### src/rtl/mmio_uart_tx_if.sv
// Processor data-bus view of the memory-mapped UART transmitter.
// Latency: decode and read data are combinational; stores land on the rising clk edge.
// Backpressure: none on the bus; the device drops stores to a full queue and flags it.
interface mmio_uart_tx_if;
   logic [31:0] Address;
   logic [31:0] WriteData;
   logic        MemWrite;
   logic        MemRead;
   logic [31:0] ReadData;
   logic        Hit;

   // CPU memory stage drives the request and consumes read data / decode
   modport master (
      output Address, WriteData, MemWrite, MemRead,
      input  ReadData, Hit
   );

   // UART device decodes the request and returns read data / decode
   modport slave (
      input  Address, WriteData, MemWrite, MemRead,
      output ReadData, Hit
   );
endinterface

### src/rtl/mmio_uart_tx.sv
// Memory-mapped 8N1 UART transmitter: TXDATA store queues a byte, STATUS load polls state.
// Latency: a byte stored into an empty queue with the line idle starts its start bit 1 cycle later.
// Backpressure: none; a store to a full queue (with no pop that cycle) is dropped and sets sticky overflow.
module mmio_uart_tx #(
   parameter logic [31:0] BASE_ADDR    = 32'h1001_0000,
   parameter int          CLKS_PER_BIT = 434,
   parameter int          FIFO_DEPTH   = 4
) (
   input  logic           clk,
   input  logic           reset,
   mmio_uart_tx_if.slave  bus,
   output logic           Tx,
   output logic           TxBusy
);
   localparam int CW = $clog2(CLKS_PER_BIT);
   localparam int PW = $clog2(FIFO_DEPTH);
   localparam logic [CW-1:0] BAUD_LAST = CW'(CLKS_PER_BIT - 1);
   localparam logic [PW:0]   FULL_CNT  = (PW+1)'(FIFO_DEPTH);

   typedef enum logic [1:0] {IDLE, START, DATA, STOP} state_t;

   state_t        state, state_nxt;
   logic [7:0]    fifo_mem [FIFO_DEPTH];
   logic [PW-1:0] wr_ptr, rd_ptr;
   logic [PW:0]   count;
   logic          overflow;
   logic [7:0]    shift;
   logic [CW-1:0] baud_cnt;
   logic [2:0]    bit_idx;

   logic hit_data, hit_stat, full, empty;
   logic push_req, push_ok, pop, clr_ovf, bit_done;
   logic unused_wdata;

   assign hit_data = (bus.Address == BASE_ADDR);
   assign hit_stat = (bus.Address == BASE_ADDR + 32'd4);
   assign bus.Hit  = hit_data | hit_stat;

   assign full  = (count == FULL_CNT);
   assign empty = (count == '0);

   // The line only pulls from the queue while idle, so a pop never overlaps a push into an empty queue.
   assign pop      = (state == IDLE) & ~empty;
   assign push_req = bus.MemWrite & hit_data;
   assign push_ok  = push_req & (~full | pop);
   assign clr_ovf  = bus.MemWrite & hit_stat & bus.WriteData[3];
   assign bit_done = (baud_cnt == BAUD_LAST);

   assign bus.ReadData = (bus.MemRead & hit_stat) ? {28'b0, overflow, TxBusy, full, empty} : 32'b0;

   // Only the low byte (and bit 3 for STATUS) of store data carries meaning.
   assign unused_wdata = ^bus.WriteData[31:8];

   // Queue storage; contents are don't-care while the count says empty.
   always_ff @(posedge clk) begin
      if (push_ok) fifo_mem[wr_ptr] <= bus.WriteData[7:0];
   end

   // Queue pointers, occupancy and the sticky overflow flag.
   always_ff @(posedge clk or posedge reset) begin
      if (reset) begin
         wr_ptr   <= '0;
         rd_ptr   <= '0;
         count    <= '0;
         overflow <= 1'b0;
      end else begin
         if (push_ok) wr_ptr <= wr_ptr + 1'b1;
         if (pop)     rd_ptr <= rd_ptr + 1'b1;
         case ({push_ok, pop})
            2'b10:   count <= count + 1'b1;
            2'b01:   count <= count - 1'b1;
            default: count <= count;
         endcase
         if (push_req & full & ~pop) overflow <= 1'b1;
         else if (clr_ovf)           overflow <= 1'b0;
      end
   end

   // Frame state register.
   always_ff @(posedge clk or posedge reset) begin
      if (reset) state <= IDLE;
      else       state <= state_nxt;
   end

   // Next-state: each of START/DATA bits/STOP lasts one full baud period.
   always_comb begin
      state_nxt = state;
      case (state)
         IDLE:  if (!empty) state_nxt = START;
         START: if (bit_done) state_nxt = DATA;
         DATA:  if (bit_done && bit_idx == 3'd7) state_nxt = STOP;
         STOP:  if (bit_done) state_nxt = IDLE;
         default: state_nxt = IDLE;
      endcase
   end

   // Line level and busy flag decoded from the frame state.
   always_comb begin
      Tx     = 1'b1;
      TxBusy = 1'b1;
      case (state)
         IDLE:  TxBusy = 1'b0;
         START: Tx     = 1'b0;
         DATA:  Tx     = shift[0];
         STOP:  Tx     = 1'b1;
         default: begin
            Tx     = 1'b1;
            TxBusy = 1'b0;
         end
      endcase
   end

   // Baud counter, bit index and the shift register holding the byte on the line.
   always_ff @(posedge clk or posedge reset) begin
      if (reset) begin
         shift    <= '0;
         baud_cnt <= '0;
         bit_idx  <= '0;
      end else begin
         case (state)
            IDLE: begin
               if (pop) begin
                  shift    <= fifo_mem[rd_ptr];
                  baud_cnt <= '0;
               end
            end
            START: begin
               if (bit_done) begin
                  baud_cnt <= '0;
                  bit_idx  <= '0;
               end else begin
                  baud_cnt <= baud_cnt + 1'b1;
               end
            end
            DATA: begin
               if (bit_done) begin
                  baud_cnt <= '0;
                  shift    <= shift >> 1;
                  bit_idx  <= bit_idx + 1'b1;
               end else begin
                  baud_cnt <= baud_cnt + 1'b1;
               end
            end
            STOP: begin
               if (bit_done) baud_cnt <= '0;
               else          baud_cnt <= baud_cnt + 1'b1;
            end
            default: baud_cnt <= '0;
         endcase
      end
   end
endmodule

### src/flat_wrapper.sv
// flat-port wrapper written by rule: the top's interface ports become plain ports
module mmio_uart_tx_flat 
#(
   parameter logic [31:0] BASE_ADDR    = 32'h1001_0000,
   parameter int          CLKS_PER_BIT = 434,
   parameter int          FIFO_DEPTH   = 4
)
  (clk, reset, Tx, TxBusy, bus_Address, bus_WriteData, bus_MemWrite, bus_MemRead, bus_ReadData, bus_Hit);
  mmio_uart_tx_if bus_i ();
  input  logic clk;
  input  logic reset;
  output logic Tx;
  output logic TxBusy;
  input wire logic [$bits(bus_i.Address)-1:0] bus_Address;
  input wire logic [$bits(bus_i.WriteData)-1:0] bus_WriteData;
  input wire logic [$bits(bus_i.MemWrite)-1:0] bus_MemWrite;
  input wire logic [$bits(bus_i.MemRead)-1:0] bus_MemRead;
  output wire logic [$bits(bus_i.ReadData)-1:0] bus_ReadData;
  output wire logic [$bits(bus_i.Hit)-1:0] bus_Hit;
  assign bus_i.Address = bus_Address;
  assign bus_i.WriteData = bus_WriteData;
  assign bus_i.MemWrite = bus_MemWrite;
  assign bus_i.MemRead = bus_MemRead;
  assign bus_ReadData = bus_i.ReadData;
  assign bus_Hit = bus_i.Hit;
  mmio_uart_tx #(.BASE_ADDR(BASE_ADDR), .CLKS_PER_BIT(CLKS_PER_BIT), .FIFO_DEPTH(FIFO_DEPTH)) u_core (.clk(clk), .reset(reset), .bus(bus_i), .Tx(Tx), .TxBusy(TxBusy));
endmodule
### config.mk
export PLATFORM = sky130hd
export DESIGN_NAME = mmio_uart_tx_flat
export DESIGN_NICKNAME = d
export VERILOG_FILES = /design/src/rtl/mmio_uart_tx_if.sv /design/src/rtl/mmio_uart_tx.sv /design/src/flat_wrapper.sv
export SDC_FILE = /design/constraint.sdc
export NUM_CORES = 1
export LEC_CHECK = 0
export CAP_MARGIN = 20
export CORE_AREA = 2 2 88 90
export CTS_CLUSTER_DIAMETER = 40
export DETAILED_ROUTE_END_ITERATION = 12
export DIE_AREA = 0 0 90 92
export PLACE_DENSITY = 0.85
export RECOVER_POWER = 25
export SETUP_SLACK_MARGIN = 0.05
export SLEW_MARGIN = 20
export SYNTH_ARGS = -nofsm -noshare
export SYNTH_HDL_FRONTEND = slang
export SYNTH_SLANG_ARGS = --single-unit
export TNS_END_PERCENT = 50
### constraint.sdc
create_clock -name clk -period 2.8 [get_ports clk]
set_clock_uncertainty 0.05 [all_clocks]
set_input_delay 0.7 -clock clk [delete_from_list [all_inputs] [get_ports clk]]
set_output_delay 0.7 -clock clk [all_outputs]
set_load 0.03 [all_outputs]
Word-level counts from Yosys, hierarchy flattened
Memory sizes are Yosys's and may differ from the RTL's.
Cells that the tools add are included.
{ "totals": {"wordCells": 77, "mem_bits_rw": 32, "n_memories": 1, "regBits": 30, "inputBits": 68} }
{ "op_classes": {"n_addsub": 6, "reduce_logical": 11, "n_eq_ne": 16, "mux": 22, "bitwise_logic": 13} }
{ "mem_list": {"columns": ["memory", "words", "word_bits", "read_ports", "rd_ports_with_merged_regs", "wr", "line_no", "text"], "rows": [
  ["u_core.fifo_mem", 4, 8, 1, 0, 1, "mmio_uart_tx.sv:23", "logic [7:0] fifo_mem [FIFO_DEPTH];"]
]} }
{ "op_table": {"columns": ["operator", "n"], "rows": [
  ["$eq 32x29->1 const B", 2],
  ["$mux 9", 2],
  ["$pmux 9 s2", 1],
  ["$mux 8", 2],
  ["$pmux 8 s2", 1],
  ["$pmux 3 s2", 2],
  ["$ne 2x1->1 const B", 5],
  ["$add 9x1->9 const B", 1],
  ["$eq 9x9->1 const B", 1],
  ["$and 1x1->1", 8],
  ["$mux 2", 4],
  ["$pmux 2 s4", 1],
  ["$reduce_bool 2->1", 4],
  ["$add 3x1->3 const B", 2],
  ["$eq 2x2->1 const B", 3],
  ["$eq 3x3->1 const B", 2],
  ["$mux 3", 2],
  ["$reduce_and 3->1", 2],
  ["$mux 1", 5],
  ["$add 2x1->2 const B", 2],
  ["$eq 2x1->1 const B", 2],
  ["$mux 4", 1],
  ["$reduce_and 4->1", 1],
  ["$logic_not 3->1", 1],
  ["8 further kinds", 11]
]} }

Depth between registers and ports, before layout
{ "depth": {"ltp_word": 7, "ltp_mapped": 8, "mapped_depth_nobuf": 8} }

Least setup slack after synthesis
OpenSTA, ideal clock, no wires.
{ "synth_timing": {"path_kind": "input to output", "start": "input port bus_Address[5]", "end": "output port bus_ReadData[1]", "setup_slack_ps": -32, "path_stages": 5, "arrival_ps": 2082, "n_path_buf": 0, "path_cell_list": "nor4_1 -> nand4_2 -> nor2_4 -> and3_1 -> and3_1"} }
{ "synth_between": {"elab_chain_len": 3} }
{ "synth_rtl": {"columns": ["element", "line_no", "text"], "rows": [
  ["start, declared", "flat_wrapper.sv:14", "input wire logic [$bits(bus_i.Address)-1:0] bus_Address;"],
  ["$eq 32x29->1", "mmio_uart_tx.sv:36", "assign hit_stat = (bus.Address == BASE_ADDR + 32'd4);"],
  ["$and 1x1->1", "mmio_uart_tx.sv:49", "assign bus.ReadData = (bus.MemRead & hit_stat) ? {28'b0, overflow, TxBusy, full, empty} : 32'b0;"],
  ["$mux 4", "mmio_uart_tx.sv:49", null],
  ["end, declared", "flat_wrapper.sv:18", "output wire logic [$bits(bus_i.ReadData)-1:0] bus_ReadData;"]
]} }
Every way passes these cells.

Final worst setup path
{ "layout_timing": {"start": "input port bus_Address[19]", "end": "output port bus_ReadData[1]"} }
Same word-level chain as after synthesis.

==> impl_metrics.csv <==
group,metric,value,unit
status,status,"finished with violations",
status,failed_checks,"max-capacitance violations, max-slew violations",
critical_path,cp.arrival,1960,ps
global_route,globalRouteTotalUtil,17.3,%
drt,drt-vias-per-instance,5.05,
drt,routed-via-count,2222,
floorplan,initial_utilization,44.6,%
finish,drive_above_1_share,35.2,%
sta,period_share,96.6,%
drt,first_iter_violations,115,
synthesis,netlist_top_cells_count,"sky130_fd_sc_hd__edfxtp_1 (32), sky130_fd_sc_hd__dfrtp_1 (30), sky130_fd_sc_hd__buf_4 (28), sky130_fd_sc_hd__mux2_2 (17)",
floorplan,floorplan.core_area,7450,sq um
global_route,grt_pass1_wl,11.1,mm
sta,setup_ws,94.9,ps
global_route,maximum_number_of_pins_on_one_net_before_global_route_repair,31,
critical_path,crit_top_cell,"sky130_fd_sc_hd__and3_4",
synthesis,mappedNetlistArea,3320,sq um
synthesis,synth_enable_flop_cells,32,
drt,wl_per_cell,15.4,um
clock_tree,cts-root-to-sink-buffers,2,
critical_path,reg2reg_depth,8,
clock_tree,ctsRootBufferMaster,"sky130_fd_sc_hd__clkbuf_8",
global_route,via_count_of_the_first_global_routing_pass,2397,
job,cap_violations,1,
sta,finalMaxSlewViolations,31,
global_route,grt_antenna_before_repair,0,
drt,drt_drc_violations_left,0,
sta,setup_violation_total_in_the_final_timing_report,0,
hold_path,worstHoldPathCells,1,
clock_tree,cts_num_sinks,62,
floorplan,floorplan.die_area,8280,sq um
critical_path,crit_buf_inv,2,
pwr,worst_ir_drop_vdd,0.000400,V
critical_path,path_class,"in -> out",
placed_design,detailed_place_hpwl,4.69,mm
critical_path,cpMaxStageDelayCell,"sky130_fd_sc_hd__nor4b_4",
critical_path,crit_path_max_incr_delay,270,ps
pwr,power.density,457,nW/um^2
placed_design,port-buffer-count,50,
sta,slew_headroom,-13.4,%
hold_path,worst_hold_path_type,"reg -> reg",
critical_path,worst_path_fanout_max,4,
synthesis,async_reset_ff_share,48.4,%
critical_path,ordered_cell_list_for_the_critical_path,"buf_2, nor4b_4, nand4_2, nor2_4, and3_4, and3_4, buf_6",
synthesis,synthesis.yosys.warnings,0,
global_route,grt_remaining_overflow,0,
floorplan,boundaryPins,103,
finish,filler_cell_count,591,
clock_tree,cts_buffers,9,
critical_path,worst_ep_required_time,2050,ps
drt,finalWirelength,6.77,mm
pwr,design_power_total,1.93,mW
clock_tree,worst_setup_hold_path_clk_slew,60,ps
synthesis,synth_top_area_cell,"sky130_fd_sc_hd__edfxtp_1",
floorplan,core.rowCount,32,
clock_tree,clkLatencyLatePin,330,ps
clock_tree,tritoncts,"yes",
critical_path,worstSetupStartpointType,"primary input",
sta,number_of_hold_violations_in_the_final_report,0,
critical_path,endpoint_kind,"primary output",
sta,max_slew.worst_pin.slew,1700,ps
synthesis,post_synthesis_cell_count,258,
synthesis,synth.lib_cells_used.distinct,53,
synthesis,syn-mean-instance-area,12.9,sq um
sta,rsz0062_at_grt,"true",
finish,finalCoreUtilization,56.8,%
placed_design,place_congestion,0.789,
sta,fmax,370,MHz
critical_path,critical_path.top_delay_family,"simple AND/OR/NAND/NOR gates",
critical_path,critical_path_cell_count,7,
synthesis,yosys-top-cells-area,"sky130_fd_sc_hd__edfxtp_1 (29%), sky130_fd_sc_hd__dfrtp_1 (23%), sky130_fd_sc_hd__buf_4 (6.3%)",
drt,number_of_nets_with_antenna_violations_after_routing,0,
finish,relative_area_change_from_synthesis_to_final_layout,27.5,%
finish,number_of_standard_cells_in_the_final_layout_excluding_fillers,440,
clock_tree,clock_tree.htree_level_count,3,
finish,antenna-diode-count,0,
pwr,p_leak,1.72,nW
synthesis,yosys.cell_count.top_type,"sky130_fd_sc_hd__edfxtp_1",
finish,sequential_cell_area,1710,sq um
synthesis,yosysTopAreaCellShare,28.9,%
sta,period_needed,2710,ps
floorplan,die_width,90,um
placed_design,placed_cells,418,
synthesis,postSynthRegisterBits,62,
finish,design.final.nets,415,
drt,drt_first_pass_iters,4,
synthesis,ys_seq_area_share,51.5,%
synthesis,prevailing_post_synth_register_cell,"sky130_fd_sc_hd__edfxtp_1",
placed_design,pre_cts_slack,-470,ps
finish,multi_input_area,1550,sq um
floorplan,die_boundary_height,92,um
==> metal layers <==
layer | share of wire (%) | up-vias | GRT usage, % | wire, um
met2 | 56 | 74 | 31.8 | 3770
met4 | 2.0 | 0 | 10.4 | 135
met3 | 3.6 | 12 | 2.96 | 245
met5 | 0 | - | 0 | 0
met1 | 39 | 1100 | 18.5 | 2620
li1 | - | 1036 | - | -
==> per-stage QoR <==
| step | cell area, sq um | hold slack [ps] | setup TNS (ps) |
|---|---|---|---|
| after detailed placement | 3940 | 441 | -7060 |
| after global routing | 4230 | 466 | 0 |
| after floorplan | 3430 | 414 | -15.2 |
| after CTS | 4220 | 455 | 0 |
| after global placement | 3940 | 430 | -6100 |
| final | 4230 | 454 | 0 |
==> layout by cell type, fill, tap and decap left out, drive strengths merged, types with 9 or more instances in the layout <==
| cell type | netlist | routed |
|---|---|---|
| and2 | 9 | 9 |
| buf | 31 | 37 |
| clkbuf | 5 | 23 |
| conb | 1 | 28 |
| dfrtp | 30 | 30 |
| edfxtp | 32 | 32 |
| ha | 13 | 13 |
| mux2 | 19 | 19 |
| nand2 | 15 | 15 |
| nor2 | 11 | 11 |
| o21ai | 14 | 14 |
==> flip-flops by register name, summed over array words and instances (netlist names) <==
| signal | cells |
|---|---|
| u_core.baud_cnt | 9 |
| u_core.bit_idx | 3 |
| u_core.count | 3 |
| u_core.fifo_mem | 32 |
| u_core.overflow | 1 |
| u_core.rd_ptr | 2 |
| u_core.shift | 8 |
| u_core.state | 2 |
| u_core.wr_ptr | 2 |
==> power breakdown <==
| group | total [mW] | switching (mW) | internal [mW] | leakage, nW |
|---|---|---|---|---|
| sequential | 0.960 | 0.0000000224 | 0.960 | 0.652 |
| combinational | 0.129 | 0.0862 | 0.0429 | 0.962 |
| clock | 0.845 | 0.345 | 0.499 | 0.106 |
==> area by class of cell <==
type	instances	share of cell area, %
Sequential cell	62	40.4
Clock buffer	10	3.02
Clock inverter	6	2.04
Timing Repair Buffer	73	14.3
Inverter	7	0.621
Tap cell	102	3.02
Multi-Input combinational cell	180	36.5
==> final timing paths <==
path / from / slack (ps) / endpoint
setup / recovery: bus_Address[19] / 90 / bus_ReadData[1]
hold / removal: u_core.shift[4]$_DFFE_PP0P_ / 450 / u_core.shift[4]$_DFFE_PP0P_
setup reg to reg: u_core.state[1]$_DFFE_PP0P_ / 270 / u_core.fifo_mem[3][1]$_DFFE_PP_
hold reg to reg: u_core.shift[4]$_DFFE_PP0P_ / 450 / u_core.shift[4]$_DFFE_PP0P_
max in group asynchronous: reset / 510 / u_core.count[1]$_DFFE_PP0P_
min in group asynchronous: reset / 1200 / u_core.baud_cnt[7]$_DFFE_PP0P_
==> logic make-up (layout without fill, tap and decap cells) <==
kind of cell,Yosys count,after routing,synth area share (%)
flip-flops,62,62,51.5
XOR/XNOR,6,6,1.58
other,1,28,0.113
multiplexers,27,27,12.0
buffers and inverters,43,96,8.14
AO/OA/AOI/OAI,33,33,7.31
adder cells (fa/ha/maj),14,14,5.50
AND/OR/NAND/NOR,72,72,13.8
==> what timing repair did <==
item                                    in CTS  in global routing
hold buffers                                 0                  0
endpoints found under the setup margin       6                  6
pin swaps                                   12                 13
resized for setup                           79                 42
buffers inserted                             5                  1
Note: power is estimated with default switching activity, not from simulation.
